[src/rtl/hazard_stall_ctrl.sv]
// Pipeline hazard/stall controller: load-use, memory wait, branch flush, mul/div sequencing.
// Latency: stall/flush/enable outputs are combinational; md_busy/hilo_we/md_err decode registered state.
// Backpressure: a pending data-memory access freezes the pipeline and overrides every other condition.
//
// Ports: clk, rst_n (async, active-low); hazard inputs dm2reg_E, rf_wa_E, rs_D, rt_D,
//   pc_src_M, dm_req_M, dm_ready; mul/div inputs md_op_D, md_start_E, md_is_div_E.
//   Outputs stall_F, stall_D, flush_D, flush_E, en_EM, en_MW, md_busy, hilo_we, md_err.
// Build option: define MULDIV_SEQ_EN for the multi-cycle mul/div sequencer (IDLE/BUSY/DONE).
//   Without it, mul/div is treated as a single-cycle unit and md_busy/md_err stay 0.
module hazard_stall_ctrl #(
   parameter int MUL_CYCLES = 4,
   parameter int DIV_CYCLES = 32
) (
   input  logic       clk,
   input  logic       rst_n,
   input  logic       dm2reg_E,
   input  logic [4:0] rf_wa_E,
   input  logic [4:0] rs_D,
   input  logic [4:0] rt_D,
   input  logic       pc_src_M,
   input  logic       dm_req_M,
   input  logic       dm_ready,
   input  logic       md_op_D,
   input  logic       md_start_E,
   input  logic       md_is_div_E,
   output logic       stall_F,
   output logic       stall_D,
   output logic       flush_D,
   output logic       flush_E,
   output logic       en_EM,
   output logic       en_MW,
   output logic       md_busy,
   output logic       hilo_we,
   output logic       md_err
);

   logic mem_wait;
   logic load_use;
   logic md_stall;
   logic start_ok;

   assign mem_wait = dm_req_M & ~dm_ready;
   // Register 0 is hardwired zero, so a load targeting it never creates a hazard.
   assign load_use = dm2reg_E & (rf_wa_E != 5'd0) &
                     ((rf_wa_E == rs_D) | (rf_wa_E == rt_D));
   // A start is only real if the instruction actually advances out of EX.
   assign start_ok = md_start_E & ~mem_wait & ~pc_src_M;

   // Priority: memory wait > taken branch > load-use / HI-LO interlock.
   always_comb begin
      stall_F = 1'b0;
      stall_D = 1'b0;
      flush_D = 1'b0;
      flush_E = 1'b0;
      en_EM   = 1'b1;
      en_MW   = 1'b1;
      if (mem_wait) begin
         stall_F = 1'b1;
         stall_D = 1'b1;
         en_EM   = 1'b0;
         en_MW   = 1'b0;
      end else if (pc_src_M) begin
         flush_D = 1'b1;
         flush_E = 1'b1;
      end else if (load_use | md_stall) begin
         stall_F = 1'b1;
         stall_D = 1'b1;
         flush_E = 1'b1;
      end
   end

`ifdef MULDIV_SEQ_EN
   typedef enum logic [1:0] {
      IDLE = 2'd0,
      BUSY = 2'd1,
      DONE = 2'd2
   } md_state_t;

   // Counter is loaded with latency-2: one cycle is spent entering BUSY, one in DONE.
   localparam logic [5:0] MUL_LOAD = 6'(MUL_CYCLES - 2);
   localparam logic [5:0] DIV_LOAD = 6'(DIV_CYCLES - 2);

   md_state_t  state_q, state_d;
   logic [5:0] cnt_q, cnt_d;
   logic       err_q, err_d;

   always_ff @(posedge clk or negedge rst_n) begin
      if (!rst_n) begin
         state_q <= IDLE;
         cnt_q   <= 6'd0;
         err_q   <= 1'b0;
      end else begin
         state_q <= state_d;
         cnt_q   <= cnt_d;
         err_q   <= err_d;
      end
   end

   always_comb begin
      state_d = state_q;
      cnt_d   = cnt_q;
      err_d   = err_q;
      case (state_q)
         IDLE, DONE: begin
            state_d = IDLE;
            if (start_ok) begin
               cnt_d   = md_is_div_E ? DIV_LOAD : MUL_LOAD;
               state_d = BUSY;
            end
         end
         BUSY: begin
            // Counts through memory waits; a new start here is a protocol error.
            if (md_start_E) err_d = 1'b1;
            if (cnt_q == 6'd0) state_d = DONE;
            else               cnt_d   = cnt_q - 6'd1;
         end
         default: state_d = IDLE;
      endcase
   end

   assign md_busy  = (state_q == BUSY);
   assign hilo_we  = (state_q == DONE);
   assign md_err   = err_q;
   assign md_stall = md_op_D & md_busy;
`else
   logic unused_ok;
   assign unused_ok = ^{clk, rst_n, md_op_D, md_is_div_E, 6'(MUL_CYCLES), 6'(DIV_CYCLES)};

   assign md_busy  = 1'b0;
   assign md_err   = 1'b0;
   assign hilo_we  = start_ok;
   assign md_stall = 1'b0;
`endif

endmodule

[config.mk]
export PLATFORM = sky130hd
export DESIGN_NAME = hazard_stall_ctrl
export DESIGN_NICKNAME = d
export VERILOG_FILES = /design/src/rtl/hazard_stall_ctrl.sv
export SDC_FILE = /design/constraint.sdc
export NUM_CORES = 1
export LEC_CHECK = 0
export ABC_AREA = 1
export ABC_CLOCK_PERIOD_IN_PS = 2310
export CAP_MARGIN = 25
export CORE_AREA = 2 2 39 41
export DETAILED_ROUTE_END_ITERATION = 8
export DIE_AREA = 0 0 41 43
export GPL_ROUTABILITY_DRIVEN = 0
export PLACE_DENSITY_LB_ADDON = 0.3
export SETUP_SLACK_MARGIN = 0.5
export SYNTH_ARGS = -nofsm -noshare
export SYNTH_HDL_FRONTEND = slang
export SYNTH_SLANG_ARGS = --single-unit
[constraint.sdc]
create_clock -name vclk -period 2.31
set_input_delay 0.462 -clock vclk [all_inputs]
set_output_delay 0.462 -clock vclk [all_outputs]
set_load 0.005 [all_outputs]
==> flow_summary_export.csv, run 1 <==
group,metric,value,unit
outcome,status,"completed",
logic_synthesis,yosysWarnings,0,
cells_and_area,drive_gt1_share,40.66,%
logic_synthesis,ys_types,11,
timing,hold_violations,0,
power,p_int,41.96,uW
timing,layout_min_cycle_time,1.785,ns
floorplan,rows,14,
worst_setup_path,critPathSlowestCell,"clkdlybuf4s50_1",
logic_synthesis,synth-simple-area-share,56.00,%
grt,grt_pass1_wl,1.097,mm
timing,slew_violations,0,
floorplan,io_pins,33,
hold_path,worstHoldStart,"dm_ready",
logic_synthesis,ys_seq_area_share,0,%
power,pwr-share-comb,100.0,%
logic_synthesis,synth.largest_area_cell,"nand2_1",
cells_and_area,n_clock_buffer,0,
worst_setup_path,critPathRequiredTime,1.85,ns
drt,drt_iter0_drc,3,
worst_setup_path,worstPathMaxFanout,2,
logic_synthesis,synthTopCellsByArea,"nand2_1 (35%), inv_1 (15%), nor2_1 (12%)",
power,clkPwrFrac,0,%
cells_and_area,area_growth,80.00,%
worst_setup_path,crit_cells,6,
power,powerDensity,158.3,nW/um2
logic_synthesis,syn_avg_cell_area,4.265,um2
logic_synthesis,synthAdderAreaFrac,0,%
worst_setup_path,worstSetupEndpointType,"primary output",
worst_setup_path,path_class,"in -> out",
power,p_leak,0.3285,nW
cells_and_area,final_common_cell,"nand2_1",
logic_synthesis,synth_top_family_by_area,"simple AND/OR/NAND/NOR gates",
logic_synthesis,synth_compound_area_share,1.778,%
cells_and_area,final-seq-area,0,um2
logic_synthesis,syn-cell-area,281.5,um2
hold_path,hold_end,"hilo_we",
hold_path,worstHoldPathCells,4,
floorplan,start_util,20.34,%
cells_and_area,final_cell_mix,"nand2_1 (24), inv_1 (10), clkbuf_2 (10)",
worst_setup_path,arrival,1.32,ns
drt,routed_wl,838,um
grt,track_usage,8.492,%
logic_synthesis,muxShareOfSynthArea,0,%
grt,grt_pass1_vias,299,
power,seqPwrFrac,0,%
grt,overflow,0,
floorplan,die_area,1763,um2
grt,grt_max_degree,5,
logic_synthesis,synth_top_area_share,34.67,%
hold_path,hold_path.class,"in -> out",
drt,wl_per_cell,7.832,um
worst_setup_path,cp-start-kind,"primary input",
drt,drc,0,
grt,antenna_found_initial,0,
drt,via_per_inst,3.916,
timing,holdWs,1.380,ns
cells_and_area,antennaDiodeCount,0,
power,peakVddDrop,44.64,uV
place,io_buffers,27,
floorplan,core_area,1384,um2
timing,fmax,560.3,MHz
worst_setup_path,path_cells,"clkdlybuf4s50_1, o21ai_1, inv_1, nand3_2, nand2_2, buf_2",
worst_setup_path,crit_buf_inv,3,
drt,first_pass_iters,3,
timing,rsz0062_at_grt,"no",
logic_synthesis,synth-xor-area-share,6.222,%
drt,ant_nets,0,
timing,setup_viol,0,
place,dp_hpwl,664.3,um
floorplan,die_w,41,um
cells_and_area,final_nets,117,
floorplan,dieHeight,43,um
logic_synthesis,syn-instance-count,66,
power,p_sw_share,47.68,%
drt,vias,419,
timing,post-route-period-util,77.27,%
cells_and_area,nFlopsAndLatches,0,
power,p_switching,38.24,uW
worst_setup_path,cpPeakStageDelay,0.45,ns
run,max_cap_viol_count,0,
cells_and_area,final_util,36.62,%
worst_setup_path,worst_path_dominant_cell_family,"buffers and inverters",
what timing repair did:
| item | 4_1_cts | 5_1_grt |
|---|---|---|
| hold buffers | 0 | 0 |
| pin swaps | 13 | 18 |
| resized for setup | 51 | 38 |
| endpoints found under the setup margin | 7 | 4 |
| setup buffers | 1 | 0 |
kinds of logic after synthesis:
group / after synthesis
XOR/XNOR: 2
buffers and inverters: 22
other: 1
AO/OA/AOI/OAI: 1
AND/OR/NAND/NOR: 40
synth_stat cells:
cell / number
clkinv_1: 1
o21ai_0: 1
buf_4: 4
conb_1: 1
inv_1: 11
nor2_1: 9
nand2_1: 26
nand3_1: 4
nand4_1: 1
inv_2: 6
xnor2_1: 2
metrics by stage:
stage / setup WS [ns] / std cells / instance area (um2) / TNS (ns) / power, mW
after floorplan: 0.7985 / 67 / 285.3 / 0 / 0.03703
after global placement: -0.2279 / 106 / 545.5 / -0.6345 / 0.08833
after detailed placement: -0.2110 / 106 / 545.5 / -0.6033 / 0.08892
after CTS: 0.5013 / 107 / 524.3 / 0 / 0.07691
after global routing: 0.4855 / 107 / 506.7 / 0 / 0.09004
final: 0.5251 / 107 / 506.7 / 0 / 0.08021
how the worst max path moves through the flow:
stage | slack, ns | endpoint | start
2_1_floorplan | 0.80 | stall_F | rs_D[4]
3_3_place_gp | -0.23 | stall_D | rf_wa_E[4]
3_5_place_dp | -0.21 | stall_D | rf_wa_E[4]
4_1_cts | 0.50 | stall_F | rs_D[3]
5_1_grt | 0.49 | flush_E | rf_wa_E[0]
6_report | 0.53 | stall_D | dm2reg_E
area by class of cell:
type	count	area [um2]
fill	175	877.1
multi-input combinational	45	220.2
timing repair buffer	28	198.9
inverter	18	67.56
tap	16	20.02
power by group through the flow:
stage | logic, mW | clock network (mW) | registers [mW]
after CTS | 0.0769 | 0 | 0
after global routing | 0.0900 | 0 | 0
after global placement | 0.0883 | 0 | 0
after detailed placement | 0.0889 | 0 | 0
after floorplan | 0.0370 | 0 | 0
final | 0.0802 | 0 | 0
layer usage:
| layer | track usage [%] | routed length [um] |
|---|---|---|
| met5 | 0 | 0 |
| met4 | 0 | 0 |
| met3 | 0 | 31 |
| met2 | 15.94 | 485 |
| met1 | 10.76 | 321 |
Power figures use the tool's default switching activity.
==> run 2: changes to the inputs <==
Settings changed: ABC_CLOCK_PERIOD_IN_PS 2310 to 1600.
Clock period 2.31 ns to 1.6 ns, I/O delays scaled along.
==> run 2 against run 1 <==
Worst setup slack lost 0.34 ns. Final cell count grew 2.8%. Largest cell class is now buffers. Sequential share of layout area is the same. Core utilization grew 11 points.
==> flow_summary_export.csv, run 2 (synthesized netlist as in run 1, its figures left out) <==
group,metric,value,unit
outcome,status,"completed",
cells_and_area,drive_gt1_share,58.51,%
drt,drc,0,
timing,holdWs,0.9802,ns
grt,track_usage,10.99,%
grt,grt_pass1_vias,382,
drt,vias,431,
floorplan,die_area,1763,um2
drt,routed_wl,919,um
drt,first_pass_iters,4,
power,pwr-share-comb,100.0,%
grt,overflow,0,
worst_setup_path,worstSetupEndpointType,"primary output",
cells_and_area,final-seq-area,0,um2
cells_and_area,n_clock_buffer,0,
floorplan,rows,14,
power,p_switching,70.74,uW
cells_and_area,final_cells,110,
timing,setup_viol,0,
cells_and_area,nFlopsAndLatches,0,
floorplan,dieHeight,43,um
run,max_cap_viol_count,0,
cells_and_area,area_growth,133.8,%
timing,layout_min_cycle_time,1.413,ns
power,peakVddDrop,94.94,uV
drt,ant_nets,0,
power,clkPwrFrac,0,%
floorplan,io_pins,33,
floorplan,core_area,1384,um2
hold_path,worstHoldPathCells,4,
cells_and_area,antennaDiodeCount,0,
power,p_int,89.48,uW
drt,drt_iter0_drc,21,
cells_and_area,final_area,658.1,um2
power,powerDensity,243.5,nW/um2
timing,rsz0062_at_grt,"yes",
power,p_sw_share,44.15,%
worst_setup_path,worstPathMaxFanout,4,
hold_path,worstHoldStart,"pc_src_M",
power,p_leak,0.3855,nW
grt,grt_max_degree,5,
cells_and_area,final_nets,120,
worst_setup_path,cp-start-kind,"primary input",
place,dp_slack,-0.7565,ns
worst_setup_path,path_class,"in -> out",
hold_path,hold_end,"flush_D",
place,dp_hpwl,686.3,um
place,postPlaceCellArea,580.6,um2
power,seqPwrFrac,0,%
timing,hold_violations,0,
drt,via_per_inst,3.918,
timing,setup_tns,0,ns
clock_tree,cts_hold_buffers,0,
place,place_inst,108,
timing,slew_violations,0,
timing,fin_ws,0.1868,ns
place,io_buffers,27,
drt,wl_per_cell,8.355,um
hold_path,hold_path.class,"in -> out",
cells_and_area,num-fill-cells,160,
grt,antenna_found_initial,0,
timing,post-route-period-util,88.33,%
floorplan,die_w,41,um
worst_setup_path,critPathRequiredTime,1.28,ns
floorplan,start_util,20.34,%
worst_setup_path,arrival,1.09,ns
timing,fmax,707.6,MHz
cells_and_area,final_common_cell,"nand2_1",
grt,grt_pass1_wl,1.455,mm
cells_and_area,final_cell_mix,"nand2_1 (20), buf_6 (16), buf_2 (11)",
==> run 2: changes by cell type in the layout (fill, tap and decap cells not counted), sizes merged <==
cell           change
buf               +19
clkbuf            -10
clkdlybuf4s50      -3
clkinv             +2
dlygate4sd2        -3
inv                -2
==> run 2: critical path: stages <==
cell      delay [ns]
buf_12          0.10
clkinv_8        0.05
nand2_4         0.04
nand2_2         0.05
nor2_2          0.09
nand3_1         0.09
nand2_2         0.10
nand3_2         0.07
nand2_1         0.07
buf_2           0.11
==> run 2: final cells by class <==
type / instances / area (um2) / share of cell area (%)
multi-input cells: 45 / 255.2 / 38.78
well taps: 16 / 20.02 / 3.042
repair buffers: 31 / 289.0 / 43.92
inverters: 18 / 93.84 / 14.26
==> run 2: stage by stage <==
step	total power, mW	utilization, %
3_3_place_gp	0.1383	41.95
5_1_grt	0.1763	47.56
6_report	0.1602	47.56
3_5_place_dp	0.1388	41.95
4_1_cts	0.1435	43.13
2_1_floorplan	0.05652	-
==> run 2: what timing repair did <==
| action | 4_1_cts | 5_1_grt |
|---|---|---|
| pin swaps | 30 | 17 |
| setup endpoints to repair | 7 | 7 |
| gates resized for setup | 135 | 17 |
| buffers inserted | 2 | 0 |
| cloned | 0 | 0 |
==> run 2: layer usage <==
metal	vias up	wire (um)	GRT usage [%]
met1	179	341	14.56
met5	-	0	0
met3	0	42	0
li1	239	-	-
met4	0	0	0
met2	13	535	20.00
==> run 2: worst max path at each step <==
stage                    start      end  slack [ns]  depth (start not counted)
floorplan              rs_D[0]  stall_F        0.38                          9
global placement    rf_wa_E[0]  stall_D       -0.74                         10
detailed placement  rf_wa_E[0]  stall_D       -0.76                         10
CTS                 rf_wa_E[0]  stall_D        0.18                         10
global route        rf_wa_E[0]  flush_E        0.13                          9
finish              rf_wa_E[0]  stall_D        0.19                         10
==> run 2: power groups by stage <==
stage | Combinational, mW | Sequential [mW] | Clock (mW)
final | 0.160 | 0 | 0
after global routing | 0.176 | 0 | 0
after CTS | 0.144 | 0 | 0
after detailed placement | 0.139 | 0 | 0
after global placement | 0.138 | 0 | 0
after floorplan | 0.0565 | 0 | 0
